### src/rtl/chip_pkg.sv
// Shared definitions for the serial instruction loader and its neighbours.
package chip_pkg;
    localparam int INST_W         = 32;
    localparam int ADDR_W_DEFAULT = 8;

    typedef enum logic [1:0] {
        IDLE = 2'd0,
        RECV = 2'd1,
        FULL = 2'd2
    } loader_state_t;
endpackage

### src/rtl/inst_loader_if.sv
// Serial load port plus instruction-memory write port of the loader.
// Handshake: imem_we is a one-cycle strobe. imem_addr/imem_wdata are valid
// only while imem_we is high, and the memory always accepts (no ready).
interface inst_loader_if #(
    parameter int ADDR_W = chip_pkg::ADDR_W_DEFAULT
);
    logic                        IWEN;
    logic                        sclk;
    logic                        wInst;
    logic                        imem_we;
    logic [ADDR_W-1:0]           imem_addr;
    logic [chip_pkg::INST_W-1:0] imem_wdata;
    logic                        core_hold;
    logic [ADDR_W:0]             word_count;
    logic                        ovf_err;
    logic [1:0]                  loader_state;

    modport master (
        output IWEN, sclk, wInst,
        input  imem_we, imem_addr, imem_wdata, core_hold, word_count,
               ovf_err, loader_state
    );

    modport slave (
        input  IWEN, sclk, wInst,
        output imem_we, imem_addr, imem_wdata, core_hold, word_count,
               ovf_err, loader_state
    );
endinterface

### src/rtl/sync_bus.sv
// Bank of equal-depth flop synchronizers so bits that change together
// leave the bank on the same cycle.
module sync_bus #(
    parameter int WIDTH  = 1,
    parameter int STAGES = 2
) (
    input  logic             clk,
    input  logic             rst,
    input  logic [WIDTH-1:0] d,
    output logic [WIDTH-1:0] q
);
    logic [WIDTH-1:0] stage [STAGES];

    // Shift the asynchronous inputs through STAGES flops.
    always_ff @(posedge clk or negedge rst) begin
        if (!rst) begin
            for (int i = 0; i < STAGES; i++) stage[i] <= '0;
        end else begin
            stage[0] <= d;
            for (int i = 1; i < STAGES; i++) stage[i] <= stage[i-1];
        end
    end

    assign q = stage[STAGES-1];
endmodule

### src/rtl/inst_loader.sv
// Serial instruction loader: deserializes wInst (LSB first, sampled on sclk
// rise) into 32-bit words and writes them to consecutive memory addresses,
// holding the core in reset for the whole session.
module inst_loader
    import chip_pkg::*;
#(
    parameter int ADDR_W      = ADDR_W_DEFAULT,
    parameter int SYNC_STAGES = 2
) (
    input logic         clk,
    input logic         rst,
    inst_loader_if.slave bus
);
    localparam logic [1:0] S_IDLE = 2'(IDLE);
    localparam logic [1:0] S_RECV = 2'(RECV);
    localparam logic [1:0] S_FULL = 2'(FULL);
    localparam logic [ADDR_W-1:0] ADDR_MAX = '1;

    logic [2:0]        sync_out;
    logic              iwen_s;
    logic              sclk_s;
    logic              winst_s;
    logic              sclk_prev;
    logic              sclk_rise;
    logic [1:0]        state;
    logic [1:0]        state_next;
    logic [INST_W-1:0] shreg;
    logic [4:0]        bit_cnt;
    logic              word_done;

    sync_bus #(.WIDTH(3), .STAGES(SYNC_STAGES)) u_sync (
        .clk (clk),
        .rst (rst),
        .d   ({bus.IWEN, bus.sclk, bus.wInst}),
        .q   (sync_out)
    );

    assign {iwen_s, sclk_s, winst_s} = sync_out;
    assign sclk_rise        = sclk_s & ~sclk_prev;
    assign bus.loader_state = state;

    // Session FSM: IWEN has priority over any coincident sclk edge.
    always_comb begin
        state_next = state;
        case (state)
            S_IDLE: if (iwen_s) state_next = S_RECV;
            S_RECV: begin
                if (!iwen_s)
                    state_next = S_IDLE;
                else if (bus.imem_we && bus.imem_addr == ADDR_MAX)
                    state_next = S_FULL;
            end
            S_FULL: if (!iwen_s) state_next = S_IDLE;
            default: state_next = S_IDLE;
        endcase
    end

    // Shift register, write pipeline, counters and status flags.
    always_ff @(posedge clk or negedge rst) begin
        if (!rst) begin
            state          <= S_IDLE;
            sclk_prev      <= 1'b0;
            shreg          <= '0;
            bit_cnt        <= '0;
            word_done      <= 1'b0;
            bus.imem_we    <= 1'b0;
            bus.imem_addr  <= '0;
            bus.imem_wdata <= '0;
            bus.core_hold  <= 1'b0;
            bus.word_count <= '0;
            bus.ovf_err    <= 1'b0;
        end else begin
            state         <= state_next;
            bus.core_hold <= (state_next != S_IDLE);
            sclk_prev     <= sclk_s;
            word_done     <= 1'b0;
            bus.imem_we   <= 1'b0;

            // A completed word is presented one cycle after its last bit.
            if (word_done) begin
                bus.imem_we    <= 1'b1;
                bus.imem_wdata <= shreg;
            end

            // Advance the address after the strobe; it saturates at the top.
            if (bus.imem_we) begin
                bus.word_count <= bus.word_count + (ADDR_W+1)'(1);
                if (bus.imem_addr != ADDR_MAX)
                    bus.imem_addr <= bus.imem_addr + ADDR_W'(1);
            end

            case (state)
                S_IDLE: begin
                    bit_cnt <= '0;
                    if (iwen_s) begin
                        bus.imem_addr  <= '0;
                        bus.word_count <= '0;
                        bus.ovf_err    <= 1'b0;
                    end
                end
                S_RECV, S_FULL: begin
                    if (!iwen_s) begin
                        bit_cnt <= '0;
                    end else if (sclk_rise) begin
                        shreg   <= {winst_s, shreg[INST_W-1:1]};
                        bit_cnt <= bit_cnt + 5'd1;
                        if (bit_cnt == 5'd31) begin
                            if (state == S_RECV) word_done   <= 1'b1;
                            else                 bus.ovf_err <= 1'b1;
                        end
                    end
                end
                default: bit_cnt <= '0;
            endcase
        end
    end
endmodule

### src/flat_wrapper.sv
// flat-port wrapper written by rule: the top's interface ports become plain ports
module inst_loader_flat import chip_pkg::*;
#(
    parameter int ADDR_W      = ADDR_W_DEFAULT,
    parameter int SYNC_STAGES = 2
)
  (clk, rst, bus_IWEN, bus_sclk, bus_wInst, bus_imem_we, bus_imem_addr, bus_imem_wdata, bus_core_hold, bus_word_count, bus_ovf_err, bus_loader_state);
  inst_loader_if #(.ADDR_W(ADDR_W)) bus_i ();
  input logic clk;
  input logic rst;
  input wire logic [$bits(bus_i.IWEN)-1:0] bus_IWEN;
  input wire logic [$bits(bus_i.sclk)-1:0] bus_sclk;
  input wire logic [$bits(bus_i.wInst)-1:0] bus_wInst;
  output wire logic [$bits(bus_i.imem_we)-1:0] bus_imem_we;
  output wire logic [$bits(bus_i.imem_addr)-1:0] bus_imem_addr;
  output wire logic [$bits(bus_i.imem_wdata)-1:0] bus_imem_wdata;
  output wire logic [$bits(bus_i.core_hold)-1:0] bus_core_hold;
  output wire logic [$bits(bus_i.word_count)-1:0] bus_word_count;
  output wire logic [$bits(bus_i.ovf_err)-1:0] bus_ovf_err;
  output wire logic [$bits(bus_i.loader_state)-1:0] bus_loader_state;
  assign bus_i.IWEN = bus_IWEN;
  assign bus_i.sclk = bus_sclk;
  assign bus_i.wInst = bus_wInst;
  assign bus_imem_we = bus_i.imem_we;
  assign bus_imem_addr = bus_i.imem_addr;
  assign bus_imem_wdata = bus_i.imem_wdata;
  assign bus_core_hold = bus_i.core_hold;
  assign bus_word_count = bus_i.word_count;
  assign bus_ovf_err = bus_i.ovf_err;
  assign bus_loader_state = bus_i.loader_state;
  inst_loader #(.ADDR_W(ADDR_W), .SYNC_STAGES(SYNC_STAGES)) u_core (.clk(clk), .rst(rst), .bus(bus_i));
endmodule
### config.mk
export PLATFORM = sky130hd
export DESIGN_NAME = inst_loader_flat
export DESIGN_NICKNAME = d
export VERILOG_FILES = /design/src/rtl/chip_pkg.sv /design/src/rtl/inst_loader_if.sv /design/src/rtl/sync_bus.sv /design/src/rtl/inst_loader.sv /design/src/flat_wrapper.sv
export SDC_FILE = /design/constraint.sdc
export NUM_CORES = 1
export LEC_CHECK = 0
export ABC_AREA = 0
export BUFFER_PORTS_ARGS = -buffer_cell sky130_fd_sc_hd__buf_2
export CAP_MARGIN = 20
export CORE_MARGIN = 1
export CORE_UTILIZATION = 50
export CTS_BUF_LIST = sky130_fd_sc_hd__clkbuf_8
export DETAILED_ROUTE_END_ITERATION = 7
export PLACE_DENSITY = 0.74
export SETUP_SLACK_MARGIN = 0.2
export SLEW_MARGIN = 5
export SYNTH_ARGS = -nofsm -noshare
export SYNTH_HDL_FRONTEND = slang
export SYNTH_SLANG_ARGS = --single-unit
### constraint.sdc
create_clock -name clk -period 1.54 [get_ports clk]
set_input_delay 0.231 -clock clk [delete_from_list [all_inputs] [get_ports clk]]
set_output_delay 0.231 -clock clk [all_outputs]
set_load 0.05 [all_outputs]
==> results of run 1 <==
## area by class of cell
type / count / area [um2]
repair buffers: 95 / 707
inverters: 5 / 18.8
multi-input cells: 175 / 1750
well taps: 102 / 128
clock inverters: 6 / 65.1
clock buffers: 10 / 138
fillers: 565 / 2580
flip-flops and latches: 99 / 2500
## stage by stage
step                      hold slack [ns]  setup WS [ns]  TNS (ns)
after global placement              0.145         -0.104     -2.03
after global routing                0.309         -0.173     -4.96
after CTS                           0.296         -0.142     -3.60
final                               0.302         -0.132     -3.51
after floorplan                   -0.0646         -0.264     -8.20
after detailed placement            0.147         -0.140     -2.94
## worst max-delay path, stage by stage, from the launching register on
cell and delay, ns:
dfrtp_4 0.42, inv_2 0.05, ha_4 0.25, and4b_4 0.33, buf_12 0.18, mux2_4 0.31
## synthesized netlist by cell type, types with 4 or more instances
| cell | count |
|---|---|
| dfrtp_1 | 99 |
| mux2_2 | 34 |
| mux2_4 | 28 |
| nand2_1 | 14 |
| a21oi_1 | 11 |
| nor2_1 | 11 |
| ha_1 | 8 |
| o21ai_0 | 8 |
| mux2i_1 | 7 |
| nand4_1 | 7 |
| or3_1 | 6 |
| buf_2 | 5 |
| clkbuf_1 | 5 |
| inv_1 | 5 |
| nand2b_1 | 5 |
| xor2_1 | 5 |
| nand3_1 | 4 |
## where the power goes
group          total, mW  leakage [nW]  internal [mW]  switching, mW
sequential          2.80          1.33           2.72         0.0817
clock               1.70         0.108          0.800          0.895
combinational       1.05          1.16          0.528          0.525
total               5.55          2.60           4.05           1.50
## per-layer routing
layer	global-route usage, %	share of wire (%)	up-vias
li1	-	-	1224
met1	25.4	44	1337
met2	31.1	49	54
met3	2.68	3.5	17
met4	10.5	2.9	0
met5	0	0	-
## state kept, by name, summed over array words and instances, names as in the netlist
name	cells
u_core.sclk_prev	1
u_core.u_sync.q	3
u_core.bus.ovf_err	1
u_core.shreg	32
u_core.bus.loader_state	2
u_core.bus.word_count	9
u_core.bus.core_hold	1
u_core.bit_cnt	5
u_core.word_done	1
u_core.u_sync.stage	3
u_core.bus.imem_wdata	32
u_core.bus.imem_addr	8
u_core.bus.imem_we	1
## kinds of logic (layout without fill, tap and decap cells)
family	count (synthesis)	after routing	synth area share, %
AO/OA/AOI/OAI	29	29	4.17
adder cells (fa/ha/maj)	8	8	2.40
multiplexers	71	71	21.5
XOR/XNOR	6	6	1.26
AND/OR/NAND/NOR	61	61	7.86
flip-flops	99	99	59.4
buffers and inverters	20	116	3.48
## worst min-delay path by stage
stage | endpoint | slack (ns) | cells past startpoint
floorplan | u_core.bit_cnt[0] | -0.06 | 0
global placement | u_core.u_sync.stage[4] | 0.15 | 1
detailed placement | u_core.u_sync.q[1] | 0.15 | 1
CTS | u_core.bus.loader_state[0] | 0.30 | 2
global route | u_core.u_sync.stage[4] | 0.31 | 2
finish | u_core.bus.loader_state[0] | 0.30 | 2
## timing repair
| action | CTS | global route |
|---|---|---|
| gates resized for setup | 22 | 20 |
| hold endpoints to repair | 23 | 0 |
| endpoints found under the setup margin | 46 | 49 |
| pin swaps | 5 | 10 |
| buffers inserted | 12 | 7 |
| hold buffers | 4 | 0 |
| gates cloned | 1 | 0 |
==> metrics, run 1 <==
status=finished, violations left; failing checks=setup timing; Yosys cell types=36; fin util=67.2%; Layout Cells excl Fill=492; commonest cells after routing, fill and taps aside=82 x dfrtp_1, 51 x buf_2, 31 x mux2_4, 31 x mux2_2, 24 x buf_4; initial antenna violation count=0; fin crit share=109%; register area share after synthesis=between 50% and 60%; FF-to-FF End=u_core.shreg[24]; Worst Hold Class=input pin to async pin; layout net count=398; core region area=7890 um2; # DRC=0; FMAX=598 MHz; # diodes=0; prevailing post-synth register cell=dfrtp_1; Die ar.=slightly below 9000 um2; synth top area cells=dfrtp_1 59%, mux2_4 10%, mux2_2 9.2%; Syn Nets=307; Worst VDD drop=between 700 and 800 uV; Final Hold Viols=0; vias in the first global route=2712; detailed-route wire length per cell=16.1 um; Setup crit end=u_core.shreg[24]; Mapped Area=4170 um2; GPL Wtd Cong=0.812; area leader, netlist=dfrtp_1; CTS tree=yes; drt total wl=7920 um; total gr overflow=0; Post-Syn Instances=294; All-Layer GR Usage=19.3%; total number of vias=2632; register bit total from synthesis=99; synthesized area per cell=14.2 um2; Max Cap Viol=0; via density per instance=~5.3; DRT Pass-1 Iters=4; Slew Limit Headroom=between 70% and 80%; worst setup margin=-0.132 ns; Total Power=between 5 and 6 mW; Crit Path Max Fanout=13; layout cells sized above 1=55.1%; most common cell after layout, fill and taps aside=dfrtp_1; Min Clock Period, post-route=approximately 1.7 ns; Synth top area share=59.4%; Final Skew=roughly 0.012 ns; Port Buffers=58; critical path class=register to register; WP data required=1.78 ns; Pleak=2.60 nW; CP Launch Type=register; first-pass GRT wire length=between 10000 and 15000 um; Max Slew Vio Count=0; Root Buffer=clkbuf_8; PwrDens=between 1000 and 1500 nW/um2; Num CTS Buffers=9; Post-DRT Antenna Nets=0; FF-to-FF setup slack=-0.13 ns; Reg2Reg Depth=5; CTS Sinks=99; R2R Path Start=u_core.bus.loader_state[0]; Iteration-0 DRC Markers=97; YS warnings=0; asr flop ratio synth=100%; height of the die=93.4 um; H-tree Lvls=3; CP Capture Type=register; RSZ-0062 raised after global routing=yes; Die W=slightly above 90 um; cell count after placement=452; Worst Setup SP=u_core.bus.loader_state[0]; Worst Tran Pin Value=0.316 ns; # IOs=59; worst-skew pair later-pin latency=roughly 0.36 ns; final instance area=5300 um2; Critical Path AT=approximately 1.9 ns; area of placed instances=roughly 4700 um2; Clk pin slew, worst setup/hold paths=0.10 ns; hpwl dp=between 5000 and 6000 um; Area growth syn-to-layout=27.1%; num rows=32; EDFF count, synth=0; largest net degree at the start of global routing=45; initial core utilization=52.9%; CTS Buffer Depth=2; Final setup viols=34
Note: power is estimated with default switching activity, not from simulation.
==> run 2: changes to the inputs <==
RECOVER_POWER = 50   (was default)
==> metrics, run 2 (synthesis results as in run 1) <==
All-Layer GR Usage=19.3% (unchanged); GR Util met1=25.4% (unchanged); vias in the first global route=2712 (unchanged); # diodes=0 (unchanged); share of total power in sequential cells=50.6% (about the same); initial core utilization=52.9% (unchanged); initial antenna violation count=0 (unchanged); Port Buffers=58 (unchanged); total number of vias=2632 (unchanged); Num CTS Buffers=9 (unchanged); commonest cells after routing, fill and taps aside=82 x dfrtp_1, 51 x buf_2, 31 x mux2_4, 31 x mux2_2, 22 x buf_4; crit path cell chain=inv_2 > ha_4 > and4b_4 > buf_12 > mux2_4; PwrDens=1050 nW/um2 (+0.54%); DRT Pass-1 Iters=4 (unchanged); # IOs=59 (unchanged); Switching Share=27.1% (about the same); WP data required=1.78 ns (about the same); Area growth syn-to-layout=26.2%; Crit Path Max Fanout=13 (unchanged); GR Util met3=2.68% (unchanged); RSZ-0062 raised after global routing=yes; layout net count=398 (unchanged); via density per instance=5.35 (unchanged); internal power=4.04 mW (-0.15%); final instance area=5270 um2 (-0.66%); Min Clock Period, post-route=1.67 ns (+0.000489 ns); hpwl dp=5080 um (unchanged); CTS Sinks=99 (unchanged); Worst Tran Pin Value=0.847 ns (+0.531 ns); Final Skew=0.0124 ns (+0.000150 ns); pre-CTS WS=-0.140 ns (unchanged); Hold Slack=0.357 ns (+0.0546 ns); CP Capture Type=register; fin crit share=109% (about the same); Slew Limit Headroom=43.6% (-35 points); H-tree Lvls=3 (unchanged); gr busiest metal=met2; Critical-path top delay cell=dfrtp_4; worst-skew pair later-pin latency=0.36 ns (about the same); Critical Path AT=1.91 ns (about the same); Worst VDD drop=766 uV (about the same); height of the die=93.4 um (unchanged); Final Hold Viols=0 (unchanged); detailed-route wire length per cell=16.1 um (about the same); Fillers=570 (+0.88%); layout cells sized above 1=55.1% (unchanged); status=finished, violations left; # DRC=0 (unchanged); Worst path max stage delay=0.42 ns (about the same); Worst Hold Class=register to register; total gr overflow=0 (unchanged); core region area=7890 um2 (unchanged); top flop regs=u_core.bus.imem_wdata: 32 flops, u_core.shreg: 32 flops, u_core.bus.word_count: 9 flops; CTS tree=yes; Clk pin slew, worst setup/hold paths=0.10 ns (about the same); GPL Wtd Cong=0.812 (unchanged); worst path bufs/invs=2 (unchanged); net switching power=1.50 mW (about the same); Die ar.=8720 um2 (unchanged); Max Cap Viol=0 (unchanged); largest net degree at the start of global routing=45 (unchanged); Die W=93.4 um (unchanged); num rows=32 (unchanged); first-pass GRT wire length=12900 um (unchanged); combinational cell fraction of total power=18.9% (about the same); Max Slew Vio Count=0 (unchanged); critical path class=register to register; most common cell after layout, fill and taps aside=dfrtp_1; Final setup viols=35 (+2.9%); area of placed instances=4740 um2 (unchanged); Iteration-0 DRC Markers=96 (-1.0%); Post-DRT Antenna Nets=0 (unchanged); Root Buffer=clkbuf_8; CTS Buffer Depth=2 (unchanged); Total Power=5.54 mW (-0.13%); failing checks=setup timing; worst setup margin=-0.133 ns (-0.000489 ns); Clock power frac=30.6% (about the same); Pleak=2.59 nW (-0.39%); CP Launch Type=register; CP top delay family=flip-flops; met2 Resource Use GR=31.1% (unchanged); FMAX=598 MHz (about the same); drt total wl=7920 um (about the same)
==> run 2: cell types whose count changed in the layout (fill, tap and decap cells not counted) <==
cell,before,now
buf_12,4,2
buf_4,24,22
clkbuf_2,0,4
==> run 2: layer usage <==
| layer | part of all wire [%] | wire length, um |
|---|---|---|
| met1 | 44 | 3520 |
| met2 | 49 | 3900 |
| met3 | 3.5 | 274 |
| met4 | 2.9 | 227 |
| met5 | 0 | 0 |
==> run 2: final cells by class <==
| type | count | area, um2 | area share (%) |
|---|---|---|---|
| Timing Repair Buffer | 95 | 672 | 12.8 |
| Inverter | 5 | 18.8 | 0.356 |
| Sequential cell | 99 | 2500 | 47.5 |
| Multi-Input combinational cell | 175 | 1750 | 33.1 |
| Clock buffer | 10 | 138 | 2.61 |
| Tap cell | 102 | 128 | 2.42 |
| Clock inverter | 6 | 65.1 | 1.24 |
==> run 2: worst paths after layout <==
path                                       startpoint                          to  slack, ns  cells past startpoint
setup reg to reg           u_core.bus.loader_state[0]            u_core.shreg[24]      -0.13                      5
setup / recovery           u_core.bus.loader_state[0]            u_core.shreg[24]      -0.13                      5
hold / removal                 u_core.u_sync.stage[4]          u_core.u_sync.q[1]       0.36                      0
hold reg to reg                u_core.u_sync.stage[4]          u_core.u_sync.q[1]       0.36                      0
min in group asynchronous                         rst  u_core.bus.loader_state[0]       0.39                      2
max in group asynchronous                         rst     u_core.bus.imem_addr[2]       0.17                      3
==> run 2: stage by stage <==
stage / util [%] / TNS, ns / instances
2_1_floorplan: - / -8.20 / 294
3_3_place_gp: 60.1 / -2.03 / 452
3_5_place_dp: 60.1 / -2.94 / 452
4_1_cts: 65.5 / -3.60 / 485
5_1_grt: 66.8 / -7.04 / 492
6_report: 66.8 / -3.53 / 492
==> run 2: timing repair <==
item / 4_1_cts / 5_1_grt
setup buffers: 12 / 7
hold endpoints to repair: 23 / 0
pin swaps: 5 / 10
gates resized for setup: 22 / 20
gates cloned: 1 / 0
setup endpoints to repair: 46 / 49
hold buffers: 4 / 0
==> run 2: worst register-to-register path, cell delays in order, from the launching register on <==
cell and delay [ns]:
dfrtp_4 0.42, inv_2 0.05, ha_4 0.25, and4b_4 0.33, buf_12 0.19, mux2_4 0.31
==> run 2: power groups by stage <==
| stage | Clock (mW) | Combinational, mW | Sequential [mW] |
|---|---|---|---|
| after floorplan | 0 | 0.436 | 2.95 |
| after global routing | 1.83 | 1.12 | 2.82 |
| after detailed placement | 0 | 0.772 | 2.85 |
| after global placement | 0 | 0.749 | 2.85 |
| after CTS | 1.73 | 0.951 | 2.80 |
| final | 1.69 | 1.05 | 2.80 |
==> run 3: changes to the inputs <==
CELL_PAD_IN_SITES_DETAIL_PLACEMENT = 1   (was default)
CELL_PAD_IN_SITES_GLOBAL_PLACEMENT = 1   (was default)
CORE_UTILIZATION = 44   (was 50)
HOLD_SLACK_MARGIN = 0.15   (was default)
PLACE_DENSITY = default   (was 0.74)
PLACE_DENSITY_LB_ADDON = 0.1   (was default)
==> metrics, run 3 (synthesis results as in run 1) <==
status=finished, violations left; failing checks=setup timing; WP data required=1.78 ns (about the same); DRT Pass-1 Iters=4 (unchanged); Max Cap Viol=0 (unchanged); FF-to-FF End=u_core.shreg[26]; most common cell after layout, fill and taps aside=dfrtp_1; cell count after placement=462 (+2.2%); Clk pin slew, worst setup/hold paths=0.10 ns (about the same); final instance area=5270 um2 (about the same); Post-DRT Antenna Nets=0 (unchanged); RSZ-0062 raised after global routing=yes; layout cells sized above 1=53.5% (-1.7 points); layout net count=399 (+0.25%); total gr overflow=0 (unchanged); num rows=35 (+9.4%); # DRC=0 (unchanged); # diodes=0 (unchanged); Worst VDD drop=554 uV (-28%); Port Buffers=58 (unchanged); Die W=99.4 um (+6.5%); FF-to-FF setup slack=-0.13 ns (about the same); Iteration-0 DRC Markers=55 (-43%); pre-CTS WS=-0.153 ns (-0.0124 ns); Crit Path Max Fanout=7 (-6); Slew Limit Headroom=45.7% (+2.2 points); CP Launch Type=register; worst-skew pair later-pin latency=0.36 ns (about the same); hpwl dp=5390 um (+6.1%); Worst Hold Class=input pin to async pin; Area growth syn-to-layout=26.3% (about the same); FMAX=599 MHz (+0.23%); Min Clock Period, post-route=1.67 ns (-0.00389 ns); area of placed instances=4750 um2 (+0.13%); initial core utilization=45.4% (-7.5 points); GPL Wtd Cong=0.774 (-4.7%); H-tree Lvls=3 (unchanged); CP Capture Type=register; PwrDens=1060 nW/um2 (+0.99%); largest net degree at the start of global routing=67 (+49%); Final setup viols=34 (-2.9%); Critical Path AT=1.91 ns (about the same); fin util=57.3% (-9.5 points); Max Slew Vio Count=0 (unchanged); # IOs=59 (unchanged); critical path class=register to register; Layout Cells excl Fill=502 (+2.0%); core region area=9200 um2 (+17%); initial antenna violation count=0 (unchanged); Worst Tran Pin Value=0.814 ns (-0.0325 ns); Die ar.=9880 um2 (+13%); total number of vias=2624 (-0.30%); Hold Slack=0.273 ns (-0.0840 ns); Root Buffer=clkbuf_8; commonest cells after routing, fill and taps aside=82 x dfrtp_1, 47 x buf_2, 32 x mux2_2; worst setup margin=-0.129 ns (+0.00389 ns); Final Skew=0.0144 ns (+0.00198 ns); CTS tree=yes; first-pass GRT wire length=14200 um (+10%); CTS Buffer Depth=2 (unchanged); top flop regs=u_core.bus.imem_wdata: 32 flops, u_core.shreg: 32 flops, u_core.bus.word_count: 9 flops; Num CTS Buffers=9 (unchanged); Pleak=2.58 nW (-0.55%); CTS Sinks=99 (unchanged); R2R Path Start=u_core.bus.loader_state[0]; drt total wl=8480 um (+7.1%); via density per instance=5.23 (-2.3%); Reg2Reg Depth=5 (unchanged); All-Layer GR Usage=18.6% (-0.75 points); height of the die=99.4 um (+6.5%); vias in the first global route=2723 (+0.41%); detailed-route wire length per cell=16.9 um (+5.0%); fin crit share=108% (-0.25 points); Final Hold Viols=0 (unchanged)
## run 3: cell types whose count changed in the layout (fill, tap and decap cells not counted), sizes merged
cell	before	now
buf	85	81
clkbuf	16	21
## run 3: worst max-delay path by stage
stage / from / endpoint / depth (start not counted)
detailed placement: u_core.bus.loader_state[0] / u_core.shreg[26] / 5
CTS: u_core.bus.loader_state[0] / u_core.shreg[23] / 5
floorplan: u_core.bus.loader_state[1] / u_core.shreg[0] / 6
global placement: u_core.bus.loader_state[0] / u_core.shreg[26] / 5
finish: u_core.bus.loader_state[0] / u_core.shreg[26] / 5
global route: u_core.bus.loader_state[0] / u_core.shreg[28] / 5
## run 3: report_power, final
| group | internal, mW | leakage, nW | switching (mW) |
|---|---|---|---|
| Sequential | 2.72 | 1.33 | 0.0870 |
| Clock | 0.833 | 0.112 | 0.960 |
| Combinational | 0.474 | 1.14 | 0.526 |
| Total | 4.03 | 2.58 | 1.57 |
## run 3: area by class of cell
cell class,instances,area [um2]
clock buffers,10,138
fillers,916,3930
inverters,5,18.8
repair buffers,96,678
flip-flops and latches,99,2500
multi-input cells,175,1710
well taps,111,139
clock inverters,6,83.8
## run 3: what timing repair did
item / in CTS / in global routing
hold endpoints to repair: 102 / 0
gates resized for setup: 22 / 16
endpoints found under the setup margin: 49 / 57
pin swaps: 2 / 6
buffers inserted: 8 / 11
hold buffers: 4 / 0
gates cloned: 0 / 1
## run 3: critical path: stages, from the launching register on
cell,delay (ns)
dfrtp_4,0.43
inv_2,0.05
ha_4,0.25
and4b_4,0.33
buf_6,0.18
mux2_4,0.31
## run 3: metrics by stage
step,setup TNS (ns),total power [mW]
finish,-3.49,5.60
global route,-6.50,5.88
CTS,-3.49,5.59
detailed placement,-3.57,3.64
global placement,-2.74,3.61
floorplan,-8.20,3.38
## run 3: layer usage
layer | up-vias | track usage (%) | part of all wire (%)
met3 | 8 | 3.23 | 3.1
met2 | 48 | 28.7 | 48
met4 | 0 | 6.67 | 1.1
met1 | 1342 | 26.6 | 48
li1 | 1226 | - | -
met5 | - | 0 | 0
